===== src/rtl/instruction_fetch.sv =====
// rtl/instruction_fetch.sv - RV32I instruction fetch unit with a one-entry output buffer
//
// Purpose:
//    Owns the architectural PC. It issues one instruction memory request at a
//    time and buffers the returned word together with its PC for the decode
//    stage. Redirects from execute replace the PC in any state. A request that
//    is still in flight when a redirect arrives is drained, and its response is
//    discarded.
//
// Optional feature (macro IFETCH_MISALIGN_CHECK_EN):
//    If this macro is defined, a redirect whose target has bits [1:0] != 0 sets
//    the sticky fetch_fault output and parks the unit in FAULT until rst.
//    If it is not defined, the target's low two bits are cleared silently and
//    fetch_fault is tied to 0.
//
// Ports:
//    clk              in   1   system clock, rising edge
//    rst              in   1   asynchronous active-high reset
//    imem_req_valid   out  1   fetch request valid (decoded from state)
//    imem_req_ready   in   1   memory accepts the request this cycle
//    imem_req_addr    out  32  word-aligned fetch address (the PC)
//    imem_resp_valid  in   1   response valid, one per accepted request
//    imem_resp_data   in   32  instruction word
//    redirect_valid   in   1   one-cycle pulse: replace the PC
//    redirect_target  in   32  new PC
//    inst_valid       out  1   output buffer holds a valid instruction
//    inst_ready       in   1   decode consumes the instruction this cycle
//    inst             out  32  buffered instruction word
//    inst_pc          out  32  PC of inst
//    fetch_fault      out  1   sticky misaligned-redirect flag
module instruction_fetch #(
   parameter logic [31:0] RESET_PC = 32'h0000_0000
) (
   input  logic        clk,
   input  logic        rst,
   output logic        imem_req_valid,
   input  logic        imem_req_ready,
   output logic [31:0] imem_req_addr,
   input  logic        imem_resp_valid,
   input  logic [31:0] imem_resp_data,
   input  logic        redirect_valid,
   input  logic [31:0] redirect_target,
   output logic        inst_valid,
   input  logic        inst_ready,
   output logic [31:0] inst,
   output logic [31:0] inst_pc,
   output logic        fetch_fault
);

`ifdef IFETCH_MISALIGN_CHECK_EN
   typedef enum logic [2:0] {S_REQ, S_WAIT, S_OUT, S_DRAIN, S_FAULT} state_t;
`else
   typedef enum logic [1:0] {S_REQ, S_WAIT, S_OUT, S_DRAIN} state_t;
`endif

   state_t      state, state_n;
   logic [31:0] pc, pc_n;
   logic [31:0] inst_n, inst_pc_n;
   logic        inst_valid_n;
   logic        redirect_en;

`ifdef IFETCH_MISALIGN_CHECK_EN
   logic        fault, fault_n;

   // Once the unit is faulted, redirects can no longer restart it.
   assign redirect_en = redirect_valid && (state != S_FAULT);
   assign fetch_fault = fault;
`else
   assign redirect_en = redirect_valid;
   assign fetch_fault = 1'b0;
`endif

   assign imem_req_valid = (state == S_REQ);
   assign imem_req_addr  = pc;

   always_ff @(posedge clk or posedge rst) begin
      if (rst) begin
         state      <= S_REQ;
         pc         <= RESET_PC;
         inst       <= 32'h0;
         inst_pc    <= 32'h0;
         inst_valid <= 1'b0;
`ifdef IFETCH_MISALIGN_CHECK_EN
         fault      <= 1'b0;
`endif
      end else begin
         state      <= state_n;
         pc         <= pc_n;
         inst       <= inst_n;
         inst_pc    <= inst_pc_n;
         inst_valid <= inst_valid_n;
`ifdef IFETCH_MISALIGN_CHECK_EN
         fault      <= fault_n;
`endif
      end
   end

   always_comb begin
      state_n      = state;
      pc_n         = pc;
      inst_n       = inst;
      inst_pc_n    = inst_pc;
      inst_valid_n = inst_valid;
`ifdef IFETCH_MISALIGN_CHECK_EN
      fault_n      = fault;
`endif

      case (state)
         S_REQ: begin
            if (imem_req_ready) begin
               state_n = S_WAIT;
            end
         end
         S_WAIT: begin
            if (imem_resp_valid) begin
               inst_n       = imem_resp_data;
               inst_pc_n    = pc;
               inst_valid_n = 1'b1;
               pc_n         = pc + 32'd4;
               state_n      = S_OUT;
            end
         end
         S_OUT: begin
            if (inst_ready) begin
               inst_valid_n = 1'b0;
               state_n      = S_REQ;
            end
         end
         S_DRAIN: begin
            if (imem_resp_valid) begin
               state_n = S_REQ;
            end
         end
`ifdef IFETCH_MISALIGN_CHECK_EN
         S_FAULT: begin
            state_n = S_FAULT;
         end
`endif
         default: state_n = S_REQ;
      endcase

      // A redirect overrides everything above. The buffer is flushed, and a
      // response that lands in the same cycle never reaches the buffer.
      if (redirect_en) begin
         pc_n         = redirect_target & 32'hFFFF_FFFC;
         inst_n       = inst;
         inst_pc_n    = inst_pc;
         inst_valid_n = 1'b0;
         case (state)
            // If the old address is accepted in this cycle, its response must still be drained.
            S_REQ:           state_n = imem_req_ready ? S_DRAIN : S_REQ;
            S_WAIT, S_DRAIN: state_n = imem_resp_valid ? S_REQ : S_DRAIN;
            S_OUT:           state_n = S_REQ;
            default:         state_n = S_REQ;
         endcase
`ifdef IFETCH_MISALIGN_CHECK_EN
         if (redirect_target[1:0] != 2'b00) begin
            fault_n = 1'b1;
            state_n = S_FAULT;
         end
`endif
      end
   end

endmodule


===== config.mk =====
export PLATFORM = sky130hd
export DESIGN_NAME = instruction_fetch
export DESIGN_NICKNAME = d
export VERILOG_FILES = /design/src/rtl/instruction_fetch.sv
export SDC_FILE = /design/constraint.sdc
export NUM_CORES = 1
export LEC_CHECK = 0
export CORE_MARGIN = 10
export CORE_UTILIZATION = 45
export CTS_BUF_LIST = sky130_fd_sc_hd__clkbuf_8
export DETAILED_ROUTE_END_ITERATION = 10
export GPL_TIMING_DRIVEN = 1
export PLACE_DENSITY = 0.92
export SYNTH_ARGS = -nofsm -noshare
export SYNTH_HDL_FRONTEND = slang
export SYNTH_SLANG_ARGS = --single-unit

===== constraint.sdc =====
create_clock -name clk -period 7.4 [get_ports clk]
set_input_delay 0.74 -clock clk [delete_from_list [all_inputs] [get_ports clk]]
set_output_delay 0.74 -clock clk [all_outputs]
set_load 0.02 [all_outputs]

# Word-level counts from Yosys, hierarchy flattened

Cells that the tools add are included.

Output and inout port bits: 99
Input bits: 70
Register bits after elaboration: 99

Equality and inequality tests: 7
$add $sub $neg: 1
Reduce and logical (&&, ||, !) cells: 9
Bitwise gates (word level): 1
Muxes and demuxes: 16

Operators with widths:

| kind                    | count |
|---|---|
| $mux W32                | 3 |
| $add A32 B3 Y32 const B | 1 |
| $mux W2                 | 7 |
| $ne A3 B3 Y1 const B    | 3 |
| $pmux W2 S4             | 1 |
| $pmux W2 S3             | 1 |
| $reduce_and A3 Y1       | 2 |
| $eq A2 B2 Y1 const B    | 2 |
| $reduce_and A4 Y1       | 1 |
| $reduce_bool A2 Y1      | 2 |
| $mux W1                 | 3 |
| $ne A3 B1 Y1 const B    | 1 |
| $reduce_bool A3 Y1      | 1 |
| $eq A2 B1 Y1 const B    | 1 |
| $logic_not A2 Y1        | 1 |
| $pmux W1 S2             | 1 |
| $reduce_and A2 Y1       | 1 |
| $reduce_or A2 Y1        | 1 |
| $not A1 Y1              | 1 |

# Longest topological paths before layout

Word-level depth: 4
Gate-level depth with buffers: 7

# Worst setup path after synthesis

Ideal clock, no wire load.

Kind: input port to flip-flop
Start point: input imem_resp_valid
End point: register pc[31], in the netlist imem_req_addr[31]
Stages on the path: 5
Path slack: 5.254 ns
Required time: 7.259 ns
Path buffers: 1
Arrival time: 2.005 ns
Path through: nand3b_4 > or4_4 > buf_2 > o41ai_1 > a31oi_1

Longest elaborated chain between the ends: 2

RTL lines:

| what                         | RTL line | source |
|---|---|---|
| from (decl)                  | 39       | `input logic imem_resp_valid,` |
| $reduce_bool A2 Y1 (no line) | n/a      |  |
| $reduce_and A2 Y1 (no line)  | n/a      |  |
| to (signal assigned)         | 88       | `pc <= pc_n;` |
| to (decl)                    | 57       | `logic [31:0] pc, pc_n;` |

Every way passes these cells.
A chain may end at the register's enable or synchronous reset.

# Worst setup path after layout

Start point: input imem_resp_valid
End point: register pc[14], in the netlist imem_req_addr[14]

Same word-level chain as after synthesis.

==> impl_metrics.json <==
{
  "yosys_warnings": 0,
  "grt_use_met1_pct": 20.81,
  "setup_viol": 0,
  "leakage_nw": 2.451,
  "synthCells": 363,
  "drt-total-wl_mm": 12.40,
  "rr_endpoint": "imem_req_addr[14]$_DFFE_PP0P_",
  "p_clk_share_pct": 16.4,
  "cts_resized": 0,
  "grt_max_degree": 51,
  "num_vias": 3490,
  "die_area_um2": 13840,
  "wire_per_inst_um": 18.99,
  "synth_area_um2": 4292,
  "crit_type": "in2reg",
  "nets": 590,
  "min_period_over_period_pct": 36.79,
  "finalNonFillerCells": 653,
  "powerDensity_nw_per_um2": 348.5,
  "synthFlopType": "dfrtp_1",
  "finClkSkew_ns": 0.01101,
  "min_to": "inst_pc[17]$_DFFE_PP0P_",
  "finalCriticalPeriod_ns": 2.722,
  "clock_latency_ns": 0.35,
  "critPathCaptureType": "flop",
  "synthTopCellsByArea": "dfrtp_1 (55%), mux2_2 (16%), a31oi_1 (2.5%)",
  "cp.required_ns": 7.66,
  "ys_ff_latch": 95,
  "status": "finished clean",
  "avgSynthCellArea_um2": 11.82,
  "yosys.area_share.xor_xnor_pct": 2.041,
  "r2r_setup_slack_ns": 5.07,
  "grt_first_pass_wirelength_mm": 19.94,
  "synthToLayoutAreaGrowth_pct": 44.64,
  "gr-total-overflow": 0,
  "dieHeight_um": 117.7,
  "cts_setup_buffers": 0,
  "synth_compound_area_share_pct": 7.813,
  "hold_depth": 1,
  "arrival_ns": 2.98,
  "clk_pin_slew_worst_paths_ns": 0.09,
  "slew_headroom_pct": 56.82,
  "finalHoldViolations": 0,
  "grtUsageTotal_pct": 17.43,
  "grt_setup_unrepaired": "no",
  "tightest_slew_ns": 0.6477,
  "cts_tree": "yes",
  "drt_iter0_drc": 208,
  "cts_sinks": 95,
  "grtUsageMet3_pct": 5.372,
  "synth_fa_ha_area_share_pct": 0.2915,
  "cts.hold.buffers_added": 0,
  "synthArstFlopShare_pct": 100.0,
  "antenna_found_initial": 0,
  "io_buffers": 161,
  "h-tree-depth": 3,
  "ios": 169,
  "ff2ff_path_depth": 5,
  "fill_cells": 682,
  "path_max_fanout": 14,
  "comb_power_share_pct": 45.0,
  "fmax_ghz": 0.3673,
  "hp-class": "reg2reg",
  "ir_worst_vdd_v": 0.0001592,
  "p_int_mw": 1.394,
  "viasPerCell": 5.345,
  "cts_buffers": 9,
  "busiest_layer": "met2",
  "synth_top_family_by_area": "multiplexers",
  "start_util_pct": 46.23,
  "synth_cell_types": 41,
  "clock_tree.buffer_depth": 2,
  "cts_root_buffer": "clkbuf_8",
  "p_total_mw": 2.163,
  "rows": 35,
  "synth_top_area_share_pct": 55.39,
  "swShare_pct": 35.58,
  "met2_usage_pct": 29.79,
  "timing.hold.ws_ns": 0.5134,
  "utilization_pct": 66.86,
  "place.gp.congestion": 0.8260,
  "tns_ns": 0,
  "drive_gt1_share_pct": 17.56,
  "timing.rr.start": "imem_req_addr[2]$_DFFE_PP0P_",
  "drc": 0,
  "chipWidth_um": 117.7,
  "drv_cap": 0,
  "yosysSeqAreaShare_pct": 55.39,
  "cp-start-kind": "primary input",
  "detail-route-antenna-nets": 0,
  "placedCellCount": 637,
  "antenna_cells": 0,
  "synth_simple_gate_area_share_pct": 14.55,
  "grt_pass1_vias": 3580,
  "first_pass_iters": 4,
  "core-area_um2": 9284,
  "synth.area.mux_share_pct": 16.73,
  "holdCritStartpoint": "inst_pc[17]$_DFFE_PP0P_",
  "p_seq_share_pct": 38.6,
  "synth-edff-count": 0,
  "p_sw_mw": 0.7696,
  "yosysTopAreaCell": "dfrtp_1",
  "dp_hpwl_mm": 9.295,
  "drv_slew": 0
}
## layout by cell type, fill, tap and decap left out, drive strengths merged, types with 2 or more instances in the layout
| cell type | n |
|---|---|
| a21oi | 4 |
| a31oi | 17 |
| and3 | 2 |
| and4 | 4 |
| buf | 3 |
| clkbuf | 10 |
| clkdlybuf4s50 | 161 |
| conb | 5 |
| dfrtp | 95 |
| inv | 9 |
| mux2 | 62 |
| mux2i | 2 |
| nand2 | 26 |
| nand3 | 11 |
| nand4 | 10 |
| nor2 | 21 |
| nor2b | 2 |
| nor3 | 3 |
| nor4 | 3 |
| o21ai | 17 |
| o31ai | 12 |
| or3 | 7 |
| or4 | 15 |
| xnor2 | 6 |
| xor2 | 4 |
## synth_stat cells (2+ instances only)
cell type   n
a21oi_1     4
a31oi_1    17
and4_1      3
buf_2       4
buf_4       5
clkbuf_1   14
dfrtp_1    95
inv_1       5
mux2_2     62
mux2i_1     2
nand2_1    26
nand3_1    11
nand4_1     8
nand4_2     2
nor2_1     21
nor2b_1     2
nor3_1      3
nor4_1      3
o21ai_0    17
o31ai_1    12
or3_1       5
or3_2       2
or4_1      13
or4_4       2
xnor2_1     6
xor2_1      4
## registers in the layout, indices dropped and copies added (netlist names)
name           flops
inst              32
state              2
imem_req_addr     30
inst_valid         1
inst_pc           30
## cells by family after synthesis
logic type                 after synthesis
DFF                                     95
AOI/OAI and AO/OA                       54
adders and majority gates                1
xor gates and xnor gates                10
muxes                                   64
other                                    1
buffers and inverters                   29
and+or+nand+nor                        109
## critical path, stage by stage
cell and delay, ns:
clkdlybuf4s50_1 0.59, and4b_1 0.42, nand3_1 0.42, or4_1 0.60, a31oi_1 0.21
## routing by layer
metal	vias to the layer above	routed length (µm)
met3	13	887
met2	119	6251
met4	0	142
met1	1720	5121
met5	-	0
li1	1638	-
## through the flow
step	setup WS, ns	area, µm²
3_3_place_gp	4.375	6002
4_1_cts	4.672	6207
2_1_floorplan	4.183	4307
3_5_place_dp	4.308	6002
5_1_grt	4.578	6207
6_report	4.678	6207
## worst max-delay path by stage
stage	cells past startpoint	end	start
finish	5	imem_req_addr[14]$_DFFE_PP0P_	imem_resp_valid
global route	5	imem_req_addr[14]$_DFFE_PP0P_	imem_resp_valid
CTS	5	inst[7]$_DFFE_PP0P_	imem_resp_valid
detailed placement	5	inst[10]$_DFFE_PP0P_	imem_resp_valid
global placement	5	inst[5]$_DFFE_PP0P_	imem_resp_valid
floorplan	1	imem_req_addr[10]$_DFFE_PP0P_	rst
## power by group through the flow
| stage | Sequential (mW) | Combinational (mW) | Clock [mW] |
|---|---|---|---|
| 2_1_floorplan | 1.06 | 0.256 | 0 |
| 3_3_place_gp | 0.830 | 0.965 | 0 |
| 3_5_place_dp | 0.848 | 0.987 | 0 |
| 4_1_cts | 0.837 | 0.991 | 0.362 |
| 5_1_grt | 0.865 | 1.03 | 0.387 |
| 6_report | 0.835 | 0.972 | 0.355 |
## area by class of cell
| type | instances | area (µm²) | share of cell area (%) |
|---|---|---|---|
| Tap cell | 129 | 161.4 | 2.600 |
| Timing Repair Buffer | 164 | 1634 | 26.33 |
| Sequential cell | 95 | 2377 | 38.30 |
| Clock inverter | 6 | 67.56 | 1.088 |
| Inverter | 6 | 25.02 | 0.4031 |
| Clock buffer | 10 | 137.6 | 2.217 |
| Multi-Input combinational cell | 243 | 1804 | 29.07 |
(Power assumes the default switching activity.)
